### src/rtl/regfile_pkg.sv
// Shared types and default sizes for the multi-port register file.
// Imported by the register file top and its forwarding mux.
package regfile_pkg;

  typedef enum logic {
    IDLE  = 1'b0,
    CLEAR = 1'b1
  } state_t;

  localparam int DEF_XLEN  = 32;
  localparam int DEF_NREGS = 32;
  localparam int DEF_NRD   = 3;
  localparam int DEF_NWR   = 2;

endpackage

### src/rtl/regfile_fwd.sv
// Per-read-port forwarding mux: picks same-cycle write data
// (highest write port wins) over the stored entry value.
module regfile_fwd
  import regfile_pkg::*;
#(
  parameter int XLEN     = DEF_XLEN,
  parameter int AW       = 5,
  parameter int NWR      = DEF_NWR,
  parameter int ZERO_REG = 1,
  parameter int BYPASS   = 1
) (
  input  logic [AW-1:0]       i_addr,
  input  logic [XLEN-1:0]     i_mem,
  input  logic [NWR-1:0]      i_wr_en,
  input  logic [NWR*AW-1:0]   i_wr_addr,
  input  logic [NWR*XLEN-1:0] i_wr_data,
  output logic [XLEN-1:0]     o_data
);

  // later ports override earlier ones; entry 0 forced to zero last
  always_comb begin
    o_data = i_mem;
    if (BYPASS != 0) begin
      for (int j = 0; j < NWR; j++) begin
        if (i_wr_en[j] &&
            i_wr_addr[j*AW +: AW] == i_addr)
          o_data = i_wr_data[j*XLEN +: XLEN];
      end
    end
    if (ZERO_REG != 0 && i_addr == '0)
      o_data = '0;
  end

endmodule

### src/rtl/regfile_mp.sv
// Multi-port register file with registered reads, optional bypass
// and a sweep-based clear that also runs after reset.
module regfile_mp
  import regfile_pkg::*;
#(
  parameter int XLEN     = DEF_XLEN,
  parameter int NREGS    = DEF_NREGS,
  parameter int NRD      = DEF_NRD,
  parameter int NWR      = DEF_NWR,
  parameter int ZERO_REG = 1,
  parameter int BYPASS   = 1,
  localparam int AW      = $clog2(NREGS)
) (
  input  logic                clk,
  input  logic                rstn,
  input  logic [NRD-1:0]      rd_en,
  input  logic [NRD*AW-1:0]   rd_addr,
  output logic [NRD*XLEN-1:0] rd_data,
  input  logic [NWR-1:0]      wr_en,
  input  logic [NWR*AW-1:0]   wr_addr,
  input  logic [NWR*XLEN-1:0] wr_data,
  input  logic                clear_req,
  output logic                busy
);

  logic [XLEN-1:0]     r_mem [NREGS];
  state_t              r_state;
  logic [AW-1:0]       r_idx;
  logic                r_busy;
  logic [NRD*XLEN-1:0] r_rd_data;

  logic                w_idle;
  logic [NWR-1:0]      w_wr_en;
  logic [NRD*XLEN-1:0] w_fwd;

  assign w_idle  = (r_state == IDLE);
  assign w_wr_en = wr_en & {NWR{w_idle}};
  assign rd_data = r_rd_data;
  assign busy    = r_busy;

  for (genvar i = 0; i < NRD; i++) begin : g_rd
    logic [AW-1:0]   w_addr;
    logic [XLEN-1:0] w_mem;
    assign w_addr = rd_addr[i*AW +: AW];
    assign w_mem  = r_mem[w_addr];

    regfile_fwd #(
      .XLEN     (XLEN),
      .AW       (AW),
      .NWR      (NWR),
      .ZERO_REG (ZERO_REG),
      .BYPASS   (BYPASS)
    ) u_fwd (
      .i_addr    (w_addr),
      .i_mem     (w_mem),
      .i_wr_en   (w_wr_en),
      .i_wr_addr (wr_addr),
      .i_wr_data (wr_data),
      .o_data    (w_fwd[i*XLEN +: XLEN])
    );
  end

  // array update: sweep zeroing or port writes, last port wins
  always_ff @(posedge clk) begin
    if (rstn) begin
      if (r_state == CLEAR) begin
        r_mem[r_idx] <= '0;
      end else begin
        for (int j = 0; j < NWR; j++) begin
          if (wr_en[j] &&
              (ZERO_REG == 0 ||
               wr_addr[j*AW +: AW] != '0))
            r_mem[wr_addr[j*AW +: AW]] <=
              wr_data[j*XLEN +: XLEN];
        end
      end
    end
  end

  // control FSM with registered reads and busy flag
  always_ff @(posedge clk) begin
    if (!rstn) begin
      r_state   <= CLEAR;
      r_idx     <= '0;
      r_busy    <= 1'b1;
      r_rd_data <= '0;
    end else begin
      unique case (r_state)
        IDLE: begin
          for (int i = 0; i < NRD; i++) begin
            if (rd_en[i])
              r_rd_data[i*XLEN +: XLEN] <=
                w_fwd[i*XLEN +: XLEN];
          end
          if (clear_req) begin
            r_state <= CLEAR;
            r_idx   <= '0;
            r_busy  <= 1'b1;
          end
        end
        CLEAR: begin
          r_rd_data <= '0;
          r_idx     <= r_idx + 1'b1;
          if (r_idx == AW'(NREGS - 1)) begin
            r_state <= IDLE;
            r_busy  <= 1'b0;
          end
        end
        default: begin
          r_state <= CLEAR;
          r_idx   <= '0;
          r_busy  <= 1'b1;
        end
      endcase
    end
  end

endmodule

### config.mk
export PLATFORM = sky130hd
export DESIGN_NAME = regfile_mp
export DESIGN_NICKNAME = d
export VERILOG_FILES = /design/src/rtl/regfile_pkg.sv /design/src/rtl/regfile_fwd.sv /design/src/rtl/regfile_mp.sv
export SDC_FILE = /design/constraint.sdc
export NUM_CORES = 2
export LEC_CHECK = 0
export CAP_MARGIN = 10
export CORE_MARGIN = 5
export CORE_UTILIZATION = 30
export DETAILED_ROUTE_END_ITERATION = 7
export DONT_BUFFER_PORTS = 1
export HOLD_SLACK_MARGIN = 0.15
export MAX_ROUTING_LAYER = met4
export PLACE_DENSITY = 0.45
export SYNTH_ARGS = -nofsm -noshare
export SYNTH_HDL_FRONTEND = slang
export SYNTH_HIERARCHICAL = 1
export SYNTH_SLANG_ARGS = --single-unit
### constraint.sdc
create_clock -name clk -period 5.3 [get_ports clk]
set_input_delay 1.06 -clock clk [delete_from_list [all_inputs] [get_ports clk]]
set_output_delay 1.06 -clock clk [all_outputs]
set_load 0.05 [all_outputs]
## After elaboration in Yosys (flattened, before gate mapping)

Memory sizes are Yosys's and may differ from the RTL's.
Index checks and enable logic that the tools add are counted.

- Add/sub/neg operators: 1
- Multiply operators: 0
- Divide/modulo/power cells: 0
- Order comparisons: 0
- Equality and inequality tests: 12
- Shift operators: 0
- Multiplexer cells: 35
- Bitwise gates (word level): 2
- Reduce and logical (&&, ||, !) cells: 15

Operator list:

| cell | number |
|---|---|
| $mux W32 | 13 |
| $pmux W96 S2 | 1 |
| $reduce_or A32 Y1 | 1 |
| $eq A5 B5 Y1 | 6 |
| $mux W1 | 16 |
| $logic_not A5 Y1 | 3 |
| $mux W5 | 2 |
| $pmux W5 S2 | 1 |
| $reduce_bool A5 Y1 | 2 |
| $logic_and A1 B1 Y1 | 8 |
| $ne A2 B2 Y1 const B | 4 |
| $add A5 B1 Y5 const B | 1 |
| $eq A5 B5 Y1 const B | 1 |
| $pmux W1 S2 | 2 |
| $and A2 B2 Y2 | 1 |
| $ne A2 B1 Y1 const B | 1 |
| $reduce_and A2 Y1 | 1 |
| $not A1 Y1 | 1 |

- Register bits after elaboration: 103
- Bits in latches: 0
- Bits in writable memories: 1024
- ROM bits: 0
- Logic and storage cells: 72
- Memories kept: 1

Memory list:

| name | words | width | rd ports | clocked after memory_dff | write ports | line | RTL |
|---|---|---|---|---|---|---|---|
| r_mem | 32 | 32 | 3 | 0 | 2 | regfile_mp.sv:26 | `logic [XLEN-1:0] r_mem [NREGS];` |

## Depth between registers and ports, before layout

- Depth after elaboration: 8
- Depth in mapped cells: 12
- Gate-level depth less buffers: 9

## By module

The synthesis kept the hierarchy.

By module, submodules not included:

| module | times used | cells an instance | area each (um2) |
|---|---|---|---|
| regfile_mp | 1 | 6300 | 74194.9 |
| regfile_fwd | 3 | 196 | 1251.2 |

## Worst setup path after synthesis

OpenSTA, ideal clock, no wires.

- Kind: input port to flip-flop
- From: input rstn
- To: memory r_mem[20][0] in the netlist's numbering (enable)
- Arrival: 4584 ps
- Data required time: 4834 ps
- Setup slack: 251 ps
- Stages: 8
- Path buffers: 4
- Cell sequence: clkbuf_1 -> nand2b_1 -> buf_2 -> a211oi_4 -> buf_4 -> buf_4 -> a41oi_1 -> o21ai_0

RTL lines:

| what | line | RTL |
|---|---|---|
| from (decl) | regfile_mp.sv:15 | `input logic rstn,` |
| to (decl) | regfile_mp.sv:26 |  |

## Final worst setup path

- From: input rd_addr[11]
- To: register r_rd_data[73] (netlist: rd_data[73])

RTL lines:

| what | line | RTL |
|---|---|---|
| from (decl) | regfile_mp.sv:17 | `input logic [NRD*AW-1:0] rd_addr,` |
| $mem_v2 Z32 W32 | n/a |  |
| named net g_rd[2].w_mem[9] | regfile_mp.sv:43 | `logic [XLEN-1:0] w_mem;` |
| $mux W32 (2 in a row) | regfile_fwd.sv:25 | `if (i_wr_en[j] &&` |
| $mux W32 | regfile_fwd.sv:30 | `if (ZERO_REG != 0 && i_addr == '0)` |
| named net w_fwd[73] | regfile_mp.sv:34 | `logic [NRD*XLEN-1:0] w_fwd;` |
| $mux W32 | regfile_mp.sv:91 | `if (rd_en[i])` |
| $pmux W96 S2 | regfile_mp.sv:88 | `unique case (r_state)` |
| to (signal, indexed assignment) | regfile_mp.sv:92 | `r_rd_data[i*XLEN +: XLEN] <=` |
| to (decl) | regfile_mp.sv:30 | `logic [NRD*XLEN-1:0] r_rd_data;` |

The timed path passes the listed nets, and every way through them passes these cells. The select of a mux whose other input is x is not followed.
A chain may end at the register's enable or synchronous reset.

==> summary.md <==
| Metric | Value |
|---|---|
| Outcome | completed |
| Mean post-synth cell area | 11.32 um^2 |
| Critical path required time | 5.98 ns |
| Effective utilization at floorplan | 0.3009 |
| Area occupied by multi-input gates | 0.04240 mm^2 |
| Drt wl/cell | 38.78 um |
| Largest family of logic cells by synthesized area | multiplexers |
| Wl on met1 | 157300 um |
| Synth Cell Area | 0.07795 mm^2 |
| Hold buffers post-CTS | 0 |
| Setup TNS after final layout | 0 ns |
| Tot Pwr | 22.48 mW |
| Area Overhead vs Synth | 11.51% |
| Finished Core Util | 0.3356 |
| Die ar. | 0.2701 mm^2 |
| RSZ-0062 raised after global routing | false |
| DR pass1 iterations | 5 |
| Max layer used | met4 |
| Via count | 62860 |
| Final hold slack | 0.3050 ns |
| Layout cells sized above 1 | 0.2423 |
| Ys Warns | 6 |
| Final period utilization | 0.9344 |
| Compound-cell area share of the yosys netlist | 0.1045 |
| Vias per inst | 6.262 |
| Core Box Area | 0.2590 mm^2 |
| Filler cells | 25650 |
| Antenna viol nets, final | 0 |
| Post-synthesis async set-or-reset flop share | 0 |
| Die H | 519.7 um |
| Routed wl met2 | 175500 um |
| First-pass GRT wire length | 523900 um |
| Combinational share of power | 0.117 |
| Sw Share | 0.2715 |
| Crit-path max FO | 151 |
| Gate Count Post-Synth | 6888 |
| TritonCTS Sinks | 1127 |
| Max_cap viols | 0 |
| GRT Overall Usage | 0.2827 |
| Htree depth | 4 |
| Main flop type after synthesis | edfxtp_1 |
| Cell Rows | 187 |
| CP Class | input pin to register |
| GP Congestion | 0.9057 |
| Hold crit path type | input pin to register |
| Die width | 519.7 um |
| Post-CTS Setup Repair Bufs | 0 |
| Reg clk slew, reported paths | 0.06 ns |
| Cell Pwr Density | 258.7 mW/mm^2 |
| P_sw | 6.104 mW |
| Synth Area in Simple Gates | 0.06867 |
| Worst IR drop on VDD | 0.3322 mV |
| Worst Tran Pin Value | 1.495 ns |
| Min Tclk post-route | 4.952 ns |
| HPWL Detailed | 227000 um |
| Final setup viols | 0 |
| Initial DRC count | 7202 |
| Fmax | 0.2019 GHz |
| Pre-CTS WS | 1.214 ns |
| PortBufs | 0 |
| Clock power share | 0.454 |
| Final Hold Viols | 0 |
| Worst slew margin | 0.003551 |
| Final wirelength | 389300 um |
| Clk root buf | clkbuf_16 |
| Sequential element share of the synthesized area | 0.4209 |
| Syn Nets | 6987 |
| Residual DRC count | 0 |
| Nets | 6595 |
| Data arrival, critical path | 5.64 ns |
| Clock Path Buffers | 3 |
| # IOs | 194 |
| WL met3 | 30540 um |
| Nature of the critical path startpoint | input pin |
| Largest net degree at the start of global routing | 516 |
| Final worst clock skew | 0.03726 ns |
| Seq pwr share | 0.429 |
| Seq. cell area | 0.03281 mm^2 |
| EDFF count, synth | 1024 |
| Adder-Cell Fraction of Synth Area | 0.0003210 |
| Setup ws final | 0.3475 ns |
| Initial antenna violation count | 14 |
| Internal | 16.38 mW |
| Vias in the first global route | 61250 |
| TritonCTS Buffers | 150 |
| XOR/XNOR Fraction of Synth Area | 0.003660 |
| Post-synthesis mux area share | 0.3557 |
| Pins Over Slew Limit | 0 |
| Clk_lat worst skew | 0.84 ns |
| CP endpoint kind | register |
| Cell leakage power | 35.07 nW |
| Yosys reg bits | 1127 |
| CTS tree | built |
| Cts repair resizes | 0 |
| Synth cell types | 59 |
| GRT Residual Overflow | 0 |
==> cells by family (layout without fill, tap and decap cells) <==
kind of cell,count (synthesis),in the layout
fa+ha+maj,2,2
flops,1127,1127
other cells,0,21
compound gates,1166,1166
simple gates,1131,1131
buf+inv,808,536
mux,2624,2624
xor+xnor,30,30
==> worst max-delay path: stages <==
cell and delay (ns):
buf_16 0.47, buf_16 0.72, buf_16 0.73, mux2i_1 0.38
a22o_1 0.20, nor3_1 0.06, a31oi_1 0.44, nand3_1 0.32
o21ai_0 0.17, a211oi_1 0.14, mux2i_1 0.18, nor2_1 0.05
==> registers in the layout (all words and copies together) (netlist names) <==
signal / count
r_mem: 1024
rd_data: 96
r_idx: 5
busy: 1
r_state: 1
==> cells in the mapped netlist, types with 27 or more instances <==
cell type,count,area [um^2]
o22a_1,54,473.0
clkbuf_1,445,1670
a311oi_2,30,450.4
nand4_1,49,306.5
nand3_1,343,1717
a22o_1,192,1682
edfxtp_1,1024,30750
a211oi_1,54,405.4
a22oi_1,289,2170
mux2_4,58,870.8
o21ai_0,114,570.6
nand2_1,319,1197
nor3_1,198,991.0
a21oi_1,296,1481
mux2i_1,1632,16340
xnor2_1,27,236.5
and2_1,38,237.7
buf_1,59,221.5
a31oi_1,97,606.8
buf_2,266,1331
nor2_1,121,454.2
mux2_2,934,10520
dfxtp_1,103,2062
==> power groups by stage <==
stage | registers, mW | logic [mW] | clock network, mW
after CTS | 9.64 | 2.18 | 10.3
after floorplan | 9.81 | 1.62 | 0
after detailed placement | 9.82 | 2.18 | 0
after global placement | 9.82 | 2.19 | 0
final | 9.64 | 2.63 | 10.2
after global routing | 9.64 | 2.67 | 10.7
==> per-layer routing <==
| layer | GRT usage | vias to the layer above |
|---|---|---|
| met3 | 0.05432 | 1026 |
| met4 | 0.1603 | 0 |
| met2 | 0.4332 | 3347 |
| met5 | - | - |
| met1 | 0.3495 | 32640 |
| li1 | - | 25850 |
==> per-stage QoR <==
stage | area (um^2) | instances
floorplan | 77950 | 6888
global placement | 81780 | 9734
detailed placement | 81780 | 9734
CTS | 86540 | 10010
global route | 86910 | 10040
finish | 86920 | 10040
==> worst paths after layout <==
path | slack [ns] | cells past startpoint | start | endpoint
worst max-delay path | 0.35 | 12 | rd_addr[11] | rd_data[73]$_SDFFE_PN0P_
worst min-delay path | 0.31 | 1 | rstn | r_state$_SDFF_PN1_
worst max register to register | 1.48 | 8 | r_state$_SDFF_PN1_ | r_mem[11][27]$_DFFE_PP_
worst min register to register | 0.70 | 2 | r_idx[0]$_SDFFE_PN0P_ | r_idx[0]$_SDFFE_PN0P_
==> layout make-up <==
type,count,share of cell area
tap,3402,0.04897
inverter,4,0.0001727
timing repair buffer,260,0.03026
multi-input combinational,4953,0.4878
antenna,21,0.0006046
clock buffer,214,0.04909
sequential,1127,0.3775
clock inverter,58,0.005657
==> placed cells by master (no fill, tap or decap), types with 97 or more instances in the layout <==
cell	netlist	final
dfxtp_1	103	103
mux2_2	934	934
edfxtp_1	1024	1024
clkbuf_16	0	157
buf_4	5	213
nand3_1	343	343
a21oi_1	296	296
o21ai_0	114	99
a31oi_1	97	97
mux2i_1	1632	1632
nor2_1	121	102
a22oi_1	289	289
a22o_1	192	192
nand2_1	319	295
nor3_1	198	198
Note: power is estimated with default switching activity, not from simulation.
